$ cat config.mk
export PLATFORM = sky130hd
export DESIGN_NAME = ub_fetch_sequencer_flat
export DESIGN_NICKNAME = d
export VERILOG_FILES = /design/src/rtl/ub_ctrl_pkg.sv /design/src/rtl/ub_fetch_sequencer_if.sv /design/src/rtl/ub_addr_walker.sv /design/src/rtl/ub_fetch_sequencer.sv /design/src/flat_wrapper.sv
export SDC_FILE = /design/constraint.sdc
export NUM_CORES = 1
export LEC_CHECK = 0
export BUFFER_PORTS_ARGS = -buffer_cell sky130_fd_sc_hd__buf_2
export CAP_MARGIN = 20
export CORE_UTILIZATION = 54
export DETAILED_ROUTE_END_ITERATION = 6
export GPL_TIMING_DRIVEN = 0
export PLACE_DENSITY = 0.82
export SYNTH_ARGS = -nofsm -noshare
export SYNTH_HDL_FRONTEND = slang
export SYNTH_SLANG_ARGS = --single-unit
export TNS_END_PERCENT = 50
$ cat constraint.sdc
create_clock -name clk -period 2.8 [get_ports clk]
set_clock_uncertainty 0.05 [all_clocks]
set_input_delay 0.56 -clock clk [delete_from_list [all_inputs] [get_ports clk]]
set_output_delay 0.56 -clock clk [all_outputs]
set_load 0.005 [all_outputs]
$ cat src/rtl/ub_ctrl_pkg.sv
// Shared types, size encodings and default widths for the unified-buffer fetch path.
package ub_ctrl_pkg;

  localparam int unsigned DEF_SA_ROWS = 16;
  localparam int unsigned DEF_WADDR_W = 12;
  localparam int unsigned DEF_IADDR_W = 10;
  localparam int unsigned DEF_ILEN_W  = 11;

  localparam logic [1:0] UB_SIZE_ILLEGAL = 2'b00;
  localparam logic [1:0] UB_SIZE_128     = 2'b01;
  localparam logic [1:0] UB_SIZE_256     = 2'b10;
  localparam logic [1:0] UB_SIZE_512     = 2'b11;

  typedef enum logic [2:0] {
    ST_IDLE     = 3'd0,
    ST_LOAD_W   = 3'd1,
    ST_COMMIT   = 3'd2,
    ST_STREAM_I = 3'd3,
    ST_DONE     = 3'd4
  } fetch_state_t;

  // Weight address increment per beat for a given array-size encoding.
  function automatic logic [2:0] w_step(input logic [1:0] size);
    case (size)
      UB_SIZE_256: w_step = 3'd2;
      UB_SIZE_512: w_step = 3'd4;
      default:     w_step = 3'd1;
    endcase
  endfunction

endpackage

$ cat src/rtl/ub_fetch_sequencer_if.sv
// Command, UB read-port and systolic-array handshake bundle for ub_fetch_sequencer.
// master: sequencer side (consumes command/abort/sa_ready, drives UB reads and status).
// slave:  control-unit / UB / array side.
interface ub_fetch_sequencer_if #(
  parameter int unsigned WADDR_W = ub_ctrl_pkg::DEF_WADDR_W,
  parameter int unsigned IADDR_W = ub_ctrl_pkg::DEF_IADDR_W,
  parameter int unsigned ILEN_W  = ub_ctrl_pkg::DEF_ILEN_W
);
  logic               cmd_valid;
  logic               cmd_ready;
  logic [WADDR_W-1:0] cmd_w_base;
  logic [1:0]         cmd_w_size;
  logic [IADDR_W-1:0] cmd_i_base;
  logic [ILEN_W-1:0]  cmd_i_rows;
  logic               abort;
  logic               sa_ready;
  logic               ub_rd_weight_en;
  logic [WADDR_W-1:0] ub_rd_weight_addr;
  logic [1:0]         ub_rd_weight_size;
  logic               ub_rd_input_en;
  logic [IADDR_W-1:0] ub_rd_input_addr;
  logic               sa_weight_commit;
  logic               busy;
  logic               done;
  logic               cmd_err;

  modport master (
    input  cmd_valid, cmd_w_base, cmd_w_size, cmd_i_base, cmd_i_rows, abort, sa_ready,
    output cmd_ready, ub_rd_weight_en, ub_rd_weight_addr, ub_rd_weight_size,
           ub_rd_input_en, ub_rd_input_addr, sa_weight_commit, busy, done, cmd_err
  );

  modport slave (
    output cmd_valid, cmd_w_base, cmd_w_size, cmd_i_base, cmd_i_rows, abort, sa_ready,
    input  cmd_ready, ub_rd_weight_en, ub_rd_weight_addr, ub_rd_weight_size,
           ub_rd_input_en, ub_rd_input_addr, sa_weight_commit, busy, done, cmd_err
  );
endinterface

$ cat src/rtl/ub_addr_walker.sv
// Loadable address pointer plus beat counter.
//  load    : addr <= base, count <= 0
//  advance : addr <= addr + step (wraps), count <= count + 1
//  last_c  : the current beat is the target-th one (count == target-1)
module ub_addr_walker #(
  parameter int unsigned AW = 12,
  parameter int unsigned CW = 5
) (
  input  logic          clk,
  input  logic          rst,
  input  logic          load,
  input  logic          advance,
  input  logic [AW-1:0] base,
  input  logic [AW-1:0] step,
  input  logic [CW-1:0] target,
  output logic [AW-1:0] addr,
  output logic          last_c
);
  logic [CW-1:0] count;

  // Pointer and count; load wins over advance.
  always_ff @(posedge clk) begin
    if (rst) begin
      addr  <= '0;
      count <= '0;
    end else if (load) begin
      addr  <= base;
      count <= '0;
    end else if (advance) begin
      addr  <= addr + step;
      count <= count + CW'(1);
    end
  end

  assign last_c = (count == target - CW'(1));
endmodule

$ cat src/rtl/ub_fetch_sequencer.sv
// Tile read sequencer: loads SA_ROWS weight rows from the UB, pulses a weight
// commit to the systolic array, then streams the tile's input rows.
// Ports: clk, rst (sync, active-high); bus (ub_fetch_sequencer_if.master) carrying
// the tile command, abort, sa_ready, UB weight/input read ports and status pulses.
module ub_fetch_sequencer
  import ub_ctrl_pkg::*;
#(
  parameter int unsigned SA_ROWS = DEF_SA_ROWS,
  parameter int unsigned WADDR_W = DEF_WADDR_W,
  parameter int unsigned IADDR_W = DEF_IADDR_W,
  parameter int unsigned ILEN_W  = DEF_ILEN_W
) (
  input  logic                 clk,
  input  logic                 rst,
  ub_fetch_sequencer_if.master bus
);
  localparam int unsigned WCNT_W = $clog2(SA_ROWS + 1);

  fetch_state_t      state, state_next;
  logic              accept_c, w_adv_c, i_adv_c, w_last_c, i_last_c;
  logic [1:0]        w_size_q;
  logic [ILEN_W-1:0] i_rows_q;
  logic              commit_q, done_q, err_q;

  // State register.
  always_ff @(posedge clk) begin
    if (rst) state <= ST_IDLE;
    else     state <= state_next;
  end

  // Next state and beat strobes; abort outranks beat completion.
  always_comb begin
    state_next = state;
    accept_c   = 1'b0;
    w_adv_c    = 1'b0;
    i_adv_c    = 1'b0;
    case (state)
      ST_IDLE: begin
        if (bus.cmd_valid && (bus.cmd_w_size != UB_SIZE_ILLEGAL)) begin
          accept_c   = 1'b1;
          state_next = ST_LOAD_W;
        end
      end
      ST_LOAD_W: begin
        if (bus.abort) begin
          state_next = ST_IDLE;
        end else if (bus.sa_ready) begin
          w_adv_c = 1'b1;
          if (w_last_c) state_next = ST_COMMIT;
        end
      end
      ST_COMMIT: begin
        if (bus.abort)               state_next = ST_IDLE;
        else if (i_rows_q != '0)     state_next = ST_STREAM_I;
        else                         state_next = ST_DONE;
      end
      ST_STREAM_I: begin
        if (bus.abort) begin
          state_next = ST_IDLE;
        end else if (bus.sa_ready) begin
          i_adv_c = 1'b1;
          if (i_last_c) state_next = ST_DONE;
        end
      end
      ST_DONE:  state_next = ST_IDLE;
      default:  state_next = ST_IDLE;
    endcase
  end

  // Latched command fields and registered status pulses.
  always_ff @(posedge clk) begin
    if (rst) begin
      w_size_q <= '0;
      i_rows_q <= '0;
      commit_q <= 1'b0;
      done_q   <= 1'b0;
      err_q    <= 1'b0;
    end else begin
      if (accept_c) begin
        w_size_q <= bus.cmd_w_size;
        i_rows_q <= bus.cmd_i_rows;
      end
      // Pulses line up with the one-cycle COMMIT/DONE states.
      commit_q <= (state_next == ST_COMMIT);
      done_q   <= (state_next == ST_DONE);
      err_q    <= (state == ST_IDLE) && bus.cmd_valid && (bus.cmd_w_size == UB_SIZE_ILLEGAL);
    end
  end

  ub_addr_walker #(.AW(WADDR_W), .CW(WCNT_W)) u_w_walker (
    .clk     (clk),
    .rst     (rst),
    .load    (accept_c),
    .advance (w_adv_c),
    .base    (bus.cmd_w_base),
    .step    (WADDR_W'(w_step(w_size_q))),
    .target  (WCNT_W'(SA_ROWS)),
    .addr    (bus.ub_rd_weight_addr),
    .last_c  (w_last_c)
  );

  ub_addr_walker #(.AW(IADDR_W), .CW(ILEN_W)) u_i_walker (
    .clk     (clk),
    .rst     (rst),
    .load    (accept_c),
    .advance (i_adv_c),
    .base    (bus.cmd_i_base),
    .step    (IADDR_W'(1)),
    .target  (i_rows_q),
    .addr    (bus.ub_rd_input_addr),
    .last_c  (i_last_c)
  );

  assign bus.cmd_ready         = (state == ST_IDLE);
  assign bus.busy              = (state != ST_IDLE);
  assign bus.ub_rd_weight_en   = (state == ST_LOAD_W);
  assign bus.ub_rd_input_en    = (state == ST_STREAM_I);
  assign bus.ub_rd_weight_size = w_size_q;
  assign bus.sa_weight_commit  = commit_q;
  assign bus.done              = done_q;
  assign bus.cmd_err           = err_q;
endmodule

$ cat src/flat_wrapper.sv
// flat-port wrapper written by rule: the top's interface ports become plain ports
module ub_fetch_sequencer_flat import ub_ctrl_pkg::*;
#(
  parameter int unsigned SA_ROWS = DEF_SA_ROWS,
  parameter int unsigned WADDR_W = DEF_WADDR_W,
  parameter int unsigned IADDR_W = DEF_IADDR_W,
  parameter int unsigned ILEN_W  = DEF_ILEN_W
)
  (clk, rst, bus_cmd_valid, bus_cmd_w_base, bus_cmd_w_size, bus_cmd_i_base, bus_cmd_i_rows, bus_abort, bus_sa_ready, bus_cmd_ready, bus_ub_rd_weight_en, bus_ub_rd_weight_addr, bus_ub_rd_weight_size, bus_ub_rd_input_en, bus_ub_rd_input_addr, bus_sa_weight_commit, bus_busy, bus_done, bus_cmd_err);
  ub_fetch_sequencer_if #(.WADDR_W(WADDR_W), .IADDR_W(IADDR_W), .ILEN_W(ILEN_W)) bus_i ();
  input  logic clk;
  input  logic rst;
  input wire logic [$bits(bus_i.cmd_valid)-1:0] bus_cmd_valid;
  input wire logic [$bits(bus_i.cmd_w_base)-1:0] bus_cmd_w_base;
  input wire logic [$bits(bus_i.cmd_w_size)-1:0] bus_cmd_w_size;
  input wire logic [$bits(bus_i.cmd_i_base)-1:0] bus_cmd_i_base;
  input wire logic [$bits(bus_i.cmd_i_rows)-1:0] bus_cmd_i_rows;
  input wire logic [$bits(bus_i.abort)-1:0] bus_abort;
  input wire logic [$bits(bus_i.sa_ready)-1:0] bus_sa_ready;
  output wire logic [$bits(bus_i.cmd_ready)-1:0] bus_cmd_ready;
  output wire logic [$bits(bus_i.ub_rd_weight_en)-1:0] bus_ub_rd_weight_en;
  output wire logic [$bits(bus_i.ub_rd_weight_addr)-1:0] bus_ub_rd_weight_addr;
  output wire logic [$bits(bus_i.ub_rd_weight_size)-1:0] bus_ub_rd_weight_size;
  output wire logic [$bits(bus_i.ub_rd_input_en)-1:0] bus_ub_rd_input_en;
  output wire logic [$bits(bus_i.ub_rd_input_addr)-1:0] bus_ub_rd_input_addr;
  output wire logic [$bits(bus_i.sa_weight_commit)-1:0] bus_sa_weight_commit;
  output wire logic [$bits(bus_i.busy)-1:0] bus_busy;
  output wire logic [$bits(bus_i.done)-1:0] bus_done;
  output wire logic [$bits(bus_i.cmd_err)-1:0] bus_cmd_err;
  assign bus_i.cmd_valid = bus_cmd_valid;
  assign bus_i.cmd_w_base = bus_cmd_w_base;
  assign bus_i.cmd_w_size = bus_cmd_w_size;
  assign bus_i.cmd_i_base = bus_cmd_i_base;
  assign bus_i.cmd_i_rows = bus_cmd_i_rows;
  assign bus_i.abort = bus_abort;
  assign bus_i.sa_ready = bus_sa_ready;
  assign bus_cmd_ready = bus_i.cmd_ready;
  assign bus_ub_rd_weight_en = bus_i.ub_rd_weight_en;
  assign bus_ub_rd_weight_addr = bus_i.ub_rd_weight_addr;
  assign bus_ub_rd_weight_size = bus_i.ub_rd_weight_size;
  assign bus_ub_rd_input_en = bus_i.ub_rd_input_en;
  assign bus_ub_rd_input_addr = bus_i.ub_rd_input_addr;
  assign bus_sa_weight_commit = bus_i.sa_weight_commit;
  assign bus_busy = bus_i.busy;
  assign bus_done = bus_i.done;
  assign bus_cmd_err = bus_i.cmd_err;
  ub_fetch_sequencer #(.SA_ROWS(SA_ROWS), .WADDR_W(WADDR_W), .IADDR_W(IADDR_W), .ILEN_W(ILEN_W)) u_core (.clk(clk), .rst(rst), .bus(bus_i));
endmodule
==> run summary, run 1 <==
## STA
* 0 — Final Slew Violations
* false — setup repair after global routing missed its margin
* 0 — final hold violation count
* 0 — count of final setup violators
* 0.420 GHz — Peak Freq
* 84.9% — post-route clock period utilization
* 48.4% — worst slew slack as a fraction of its limit
* 0 ns — Setup Total Neg Slack
* 0.772 ns — transition time of the tightest slew-check pin
* 2.38 ns — clock period minus worst slack
* 0.422 ns — minimum setup slack in the final design

## Die
* 57.7% — effective utilization at floorplan
* 77.0 um — die boundary height
* 5270 um2 — CORE AREA
* 5930 um2 — die outline area
* 26 — standard-cell rows
* 71 — I/O pins
* 77.0 um — floorplan die width

## Clocking
* 2 — buffer depth of the longest clock path
* built — CTS tree
* 57 — # clock sinks
* 3 — H-tree depth reported by CTS
* 0.33 ns — Skew-Pair Late Insertion Delay
* 9 — cts bufs inserted
* 0 — number of buffers inserted for hold repair after clock tree synthesis
* 0.06 ns — clk slew on worst S/H paths
* 0 — Resize count post-CTS
* sky130_fd_sc_hd__clkbuf_8 — Clock Tree Root
* 0 — buffers inserted during post-CTS setup optimization

## Yosys
* 37.5% — share of the synthesized area in the top cell type
* 3040 um2 — Post-Syn Area
* sky130_fd_sc_hd__dfxtp_1 — cell type with the highest aggregate area in the netlist
* 377 — number of cells produced by synthesis
* 0 — number of warning messages in the yosys log
* sky130_fd_sc_hd__dfxtp_1 (38%), sky130_fd_sc_hd__nand2_1 (6.3%), sky130_fd_sc_hd__xor2_1 (5.8%) — top cells by area, synth
* 57 — synthesized flop and latch total
* 8.06 um2 — Synth Area per Inst
* 426 — net count after synthesis
* 37.5% — sequential area share after synthesis
* 44 — number of distinct standard cells referenced by the synthesized netlist

## Finish
* 533 — non-filler instance count after layout
* 69.3% — Post-Route Utilization
* 0 — diode count
* 20.1% — area delta synth->final
* sky130_fd_sc_hd__buf_2 (71), sky130_fd_sc_hd__dfxtp_1 (57), sky130_fd_sc_hd__nand2_1 (51) — commonest cells after routing, fill and taps aside
* sky130_fd_sc_hd__buf_2 — leading cell type in the layout, fill and taps excluded
* 20.1% — fraction of layout instances using a drive strength above 1
* 507 — Post-layout nets

## Power and ir drop
* 514 nW/um2 — cell area power density
* 368 uV — IR Drop Worst-Case VDD
* 0.00188 W — Overall Power
* 1.48 nW — leak pwr

## Global routing
* 0 — overall overflow remaining after global route
* 2819 — vias in the first global route
* 0 — antenna violations before repair
* 12500 um — wire length of the first global-routing pass
* 11 — largest net degree at the start of global routing
* 26.7% — total track usage

## Worst setup path
* 0.46 ns — slowest cell delay on critical path
* 2 — worst path bufs/invs
* 2.52 ns — data arrival time of the critical path
* sky130_fd_sc_hd__dfxtp_1 — master of the slowest instance on the critical path
* flip-flop — nature of the critical path endpoint
* u_core.i_rows_q[0] — reg-to-reg startpoint
* compound AO/OA/AOI/OAI gates — family with the most delay on the worst path
* inv_1 -> ha_1 -> clkbuf_1 -> o21bai_1 -> a311oi_1 -> a211oi_1 -> mux2i_1 -> and4_1 -> o22ai_1 — cell chain of the critical path
* 10 — largest fanout on the critical path
* u_core.state[0] — capturing point of the worst reg2reg path
* reg -> reg — worst setup path class
* 0.42 ns — setup slack of the worst register-to-register path
* 2.94 ns — required time at the endpoint of the critical path
* 9 — critical path depth
* 9 — worst reg2reg path depth
* flip-flop — kind of start point of the critical path

## Hold path
* in -> reg — classification of the worst-slack hold path
* u_core.bus.cmd_err — worst-case hold path end point
* 2 — Hold Path Stages
* bus_cmd_w_size[1] — hold path startpoint

## Detailed routing
* 4 — first-pass detailed-route iteration total
* 174 — count of routing violations after the opening detailed-route iteration
* 5.61 — detailed-route vias per instance
* 7500 um — total wire length
* 0 — detailed-route DRC error count
* 14.1 um — WL per Instance
* 0 — count of nets left with antenna violations after detail routing
* 2990 — via count

## Status
* finished, final reports clean — status

## Place
* 5590 um — total half-perimeter wirelength after legalization and detailed placement
* 0.889 — Placer Congestion
* 70 — total of buffers placed on input and output ports
* 517 — Placed Cells
* 0.258 ns — worst slack, placed

## Flow run
* 0 — MaxCap Viol Count

sequential cells by signal, indices dropped and copies added (netlist names), 2 cells and up:
| register | flops |
|---|---|
| u_core.u_w_walker.addr | 12 |
| u_core.i_rows_q | 11 |
| u_core.u_i_walker.count | 11 |
| u_core.u_i_walker.addr | 10 |
| u_core.u_w_walker.count | 5 |
| u_core.state | 3 |
| u_core.bus.ub_rd_weight_size | 2 |
logic make-up (layout without fill, tap and decap cells):
logic type,after synthesis,after routing,synth area share [%]
XOR/XNOR,36,36,10.4
AO/OA/AOI/OAI,78,78,16.7
flip-flops,57,57,37.5
AND/OR/NAND/NOR,165,165,26.8
multiplexers,1,1,0.329
buffers and inverters,31,117,4.36
adder cells (fa/ha/maj),9,9,3.95
per-stage QoR:
stage	cell area (um2)	hold slack [ns]
6_report	3650	0.385
3_3_place_gp	3480	0.413
4_1_cts	3650	0.376
5_1_grt	3650	0.388
2_1_floorplan	3040	0.404
3_5_place_dp	3480	0.430
final cells by class:
type                       count  area (um2)
tap                           70        87.6
sequential                    57        1140
inverter                      10        37.5
fill                         455        1620
clock buffer                  13         159
timing repair buffer          70         350
multi-input combinational    289        1770
clock inverter                 3        15.0
buffer                        21        95.1
where the power goes:
part           internal, W  switching [W]
sequential        0.000851      0.0000439
clock             0.000365       0.000314
combinational     0.000136       0.000167
total              0.00135       0.000525
cells in the mapped netlist:
cell,n
sky130_fd_sc_hd__a211oi_1,14
sky130_fd_sc_hd__a2111oi_0,1
sky130_fd_sc_hd__fa_1,1
sky130_fd_sc_hd__o22ai_1,3
sky130_fd_sc_hd__nand3_1,8
sky130_fd_sc_hd__or4_1,2
sky130_fd_sc_hd__or3_4,1
sky130_fd_sc_hd__a31oi_1,1
sky130_fd_sc_hd__clkbuf_1,17
sky130_fd_sc_hd__a21oi_1,28
sky130_fd_sc_hd__nor3b_1,4
sky130_fd_sc_hd__o21ai_0,13
sky130_fd_sc_hd__buf_6,2
sky130_fd_sc_hd__o211ai_1,3
sky130_fd_sc_hd__a22oi_1,2
sky130_fd_sc_hd__o21bai_1,2
sky130_fd_sc_hd__and2_1,4
sky130_fd_sc_hd__a21boi_1,2
sky130_fd_sc_hd__a21o_1,2
sky130_fd_sc_hd__and3b_1,1
sky130_fd_sc_hd__xnor2_1,16
sky130_fd_sc_hd__nor2b_1,2
sky130_fd_sc_hd__inv_1,10
sky130_fd_sc_hd__or3_1,8
sky130_fd_sc_hd__buf_1,1
sky130_fd_sc_hd__and3_1,5
sky130_fd_sc_hd__dfxtp_1,57
sky130_fd_sc_hd__nor4_1,5
sky130_fd_sc_hd__or3b_2,2
sky130_fd_sc_hd__nand4_1,13
sky130_fd_sc_hd__nand4b_1,1
sky130_fd_sc_hd__nor2_1,40
sky130_fd_sc_hd__nand2b_1,5
sky130_fd_sc_hd__buf_2,1
sky130_fd_sc_hd__xor2_1,20
sky130_fd_sc_hd__or2_2,1
sky130_fd_sc_hd__a311oi_1,6
sky130_fd_sc_hd__a2111oi_4,1
sky130_fd_sc_hd__nor3_2,1
sky130_fd_sc_hd__nor3_1,9
sky130_fd_sc_hd__mux2i_1,1
sky130_fd_sc_hd__nand2_1,51
sky130_fd_sc_hd__and4_1,2
sky130_fd_sc_hd__ha_1,8
layer usage:
layer,vias up,share of wire [%],global-route usage [%],wire [um]
met5,-,0,0,0
met4,0,2.1,14.3,158
met3,18,6.1,6.07,456
met2,101,46,41.4,3440
met1,1374,46,34.5,3440
li1,1497,-,-,-
worst max path at each step:
stage	to	slack [ns]	from
after floorplan	u_core.state[0]	0.63	u_core.i_rows_q[2]
after global placement	u_core.u_w_walker.addr[8]	0.34	bus_sa_ready
after detailed placement	u_core.u_w_walker.addr[8]	0.26	bus_sa_ready
after CTS	u_core.u_w_walker.addr[11]	0.46	u_core.bus.ub_rd_weight_size[0]
after global routing	u_core.u_w_walker.addr[11]	0.27	u_core.bus.ub_rd_weight_size[0]
final	u_core.state[0]	0.42	u_core.i_rows_q[0]
Note: power is estimated with default switching activity, not from simulation.
==> run 2, diff against run 1 <==
==> constraint.sdc (replaced) <==
create_clock -name clk -period 2.4 [get_ports clk]
set_clock_uncertainty 0.05 [all_clocks]
set_input_delay 0.48 -clock clk [delete_from_list [all_inputs] [get_ports clk]]
set_output_delay 0.48 -clock clk [all_outputs]
set_load 0.005 [all_outputs]
==> run 2 against run 1 <==
  * Die area stayed put
  * Sequential power increased by 16%
  * Cell count fell by 0.38%
  * Global-route usage is the same
  * Design area up 0.21%
  * Combinational power increased by 17%
  * Worst setup slack got worse by 0.35 ns
  * Power is 17% higher
==> run summary, run 2 (same netlist as run 1, synthesis figures left out) <==
## Status
* finished, final reports clean — status

## Worst setup path
* 8 — largest fanout on the critical path
* 2.47 ns — data arrival time of the critical path
* reg -> reg — worst setup path class
* 2.54 ns — required time at the endpoint of the critical path
* flip-flop — kind of start point of the critical path
* flip-flop — nature of the critical path endpoint
* 7 — worst reg2reg path depth

## Place
* 70 — total of buffers placed on input and output ports
* 517 — Placed Cells
* 3480 um2 — cell area after placement
* 0.889 — Placer Congestion
* 5590 um — total half-perimeter wirelength after legalization and detailed placement

## Clocking
* 3 — H-tree depth reported by CTS
* 57 — # clock sinks
* 2 — buffer depth of the longest clock path
* sky130_fd_sc_hd__clkbuf_8 — Clock Tree Root
* 0.07 ns — clk slew on worst S/H paths
* built — CTS tree
* 0 — buffers inserted during post-CTS setup optimization
* 0 — Resize count post-CTS
* 0.34 ns — Skew-Pair Late Insertion Delay
* 0 — number of buffers inserted for hold repair after clock tree synthesis
* 9 — cts bufs inserted

## STA
* 2.33 ns — clock period minus worst slack
* 62.2% — worst slew slack as a fraction of its limit
* 0.429 GHz — Peak Freq
* 0 — final hold violation count
* 0.567 ns — transition time of the tightest slew-check pin
* 0 — count of final setup violators
* 0 — Final Slew Violations
* false — setup repair after global routing missed its margin
* 97.1% — post-route clock period utilization
* 0.304 ns — Final Hold Slack

## Detailed routing
* 5 — first-pass detailed-route iteration total
* 0 — detailed-route DRC error count
* 14.3 um — WL per Instance
* 0 — count of nets left with antenna violations after detail routing
* 3022 — via count
* 186 — count of routing violations after the opening detailed-route iteration
* 5.69 — detailed-route vias per instance
* 7590 um — total wire length

## Finish
* 0 — diode count
* 505 — Post-layout nets
* 1140 um2 — register area
* 20.4% — area delta synth->final
* 12 — number of flip-flops in the largest register
* u_core.u_w_walker.addr — register with the most flip-flops
* 531 — non-filler instance count after layout
* sky130_fd_sc_hd__buf_2 (71), sky130_fd_sc_hd__dfxtp_1 (56), sky130_fd_sc_hd__nand2_1 (51) — commonest cells after routing, fill and taps aside
* 21.3% — fraction of layout instances using a drive strength above 1
* 3660 um2 — post-route cell area
* sky130_fd_sc_hd__buf_2 — leading cell type in the layout, fill and taps excluded
* u_core.u_w_walker.addr (12), u_core.i_rows_q (11), u_core.u_i_walker.count (11) — registers with the most flip-flops
* 453 — filler cell count in the final layout
* 1780 um2 — total area of multi-input combinational cells

## Die
* 77.0 um — floorplan die width
* 5930 um2 — die outline area
* 71 — I/O pins
* 26 — standard-cell rows
* 57.7% — effective utilization at floorplan
* 5270 um2 — CORE AREA
* 77.0 um — die boundary height

## Global routing
* 0 — overall overflow remaining after global route
* 12500 um — wire length of the first global-routing pass
* 11 — largest net degree at the start of global routing
* 0 — antenna violations before repair
* 2819 — vias in the first global route
* 26.7% — total track usage

## Power and ir drop
* 600 nW/um2 — cell area power density
* 1.48 nW — leak pwr
* 430 uV — IR Drop Worst-Case VDD

## Hold path
* in -> reg — classification of the worst-slack hold path
* 2 — Hold Path Stages

## Flow run
* 0 — MaxCap Viol Count

==> run 2: cell types whose count changed in the layout (fill, tap and decap cells not counted), sizes merged <==
cell / before / now
clkbuf: 30 / 28
==> run 2: path summary, 6_finish.rpt <==
check,from,endpoint,slack (ns)
worst min register to register,u_core.u_w_walker.count[1],u_core.u_w_walker.count[1],0.44
worst min-delay path,bus_cmd_w_size[1],u_core.bus.cmd_err,0.30
worst max register to register,u_core.i_rows_q[2],u_core.state[0],0.07
worst max-delay path,u_core.i_rows_q[2],u_core.state[0],0.07
==> run 2: where the power goes <==
| group | switching, W | internal (W) | total [W] |
|---|---|---|---|
| Sequential | 0.0000517 | 0.000993 | 0.00104 |
| Combinational | 0.000195 | 0.000159 | 0.000354 |
| Clock | 0.000372 | 0.000426 | 0.000798 |
==> run 2: area by class of cell <==
class / count / area share [%]
Buffer: 19 / 2.43
Multi-Input combinational cell: 289 / 48.6
Inverter: 10 / 1.03
Timing Repair Buffer: 70 / 9.57
Clock buffer: 13 / 4.34
Sequential cell: 57 / 31.2
Tap cell: 70 / 2.39
Clock inverter: 3 / 0.410
==> run 2: through the flow <==
step | total power [W] | worst slack, ns | util (%) | setup TNS [ns]
floorplan | 0.00128 | 0.229 | - | 0
global placement | 0.00140 | 0.0193 | 66.0 | 0
detailed placement | 0.00141 | -0.0617 | 66.0 | -0.0826
CTS | 0.00219 | 0.0554 | 69.3 | 0
global route | 0.00229 | 0.00285 | 69.4 | 0
finish | 0.00220 | 0.0700 | 69.4 | 0
==> run 2: routing by layer <==
metal,vias to the layer above,GRT usage [%],part of all wire (%),routed length (um)
li1,1492,-,-,-
met1,1400,34.5,47,3550
met2,107,41.4,45,3430
met3,23,6.07,5.4,408
met4,0,14.3,2.7,204
met5,-,0,0,0
==> run 2: worst max-delay path: stages (launching register included) <==
cell and delay [ns]:
sky130_fd_sc_hd__dfxtp_1 0.31, sky130_fd_sc_hd__buf_6 0.13, sky130_fd_sc_hd__or3_4 0.40, sky130_fd_sc_hd__or3_1 0.36
sky130_fd_sc_hd__a21o_1 0.21, sky130_fd_sc_hd__a2111oi_4 0.36, sky130_fd_sc_hd__and4_1 0.27, sky130_fd_sc_hd__o22ai_1 0.09
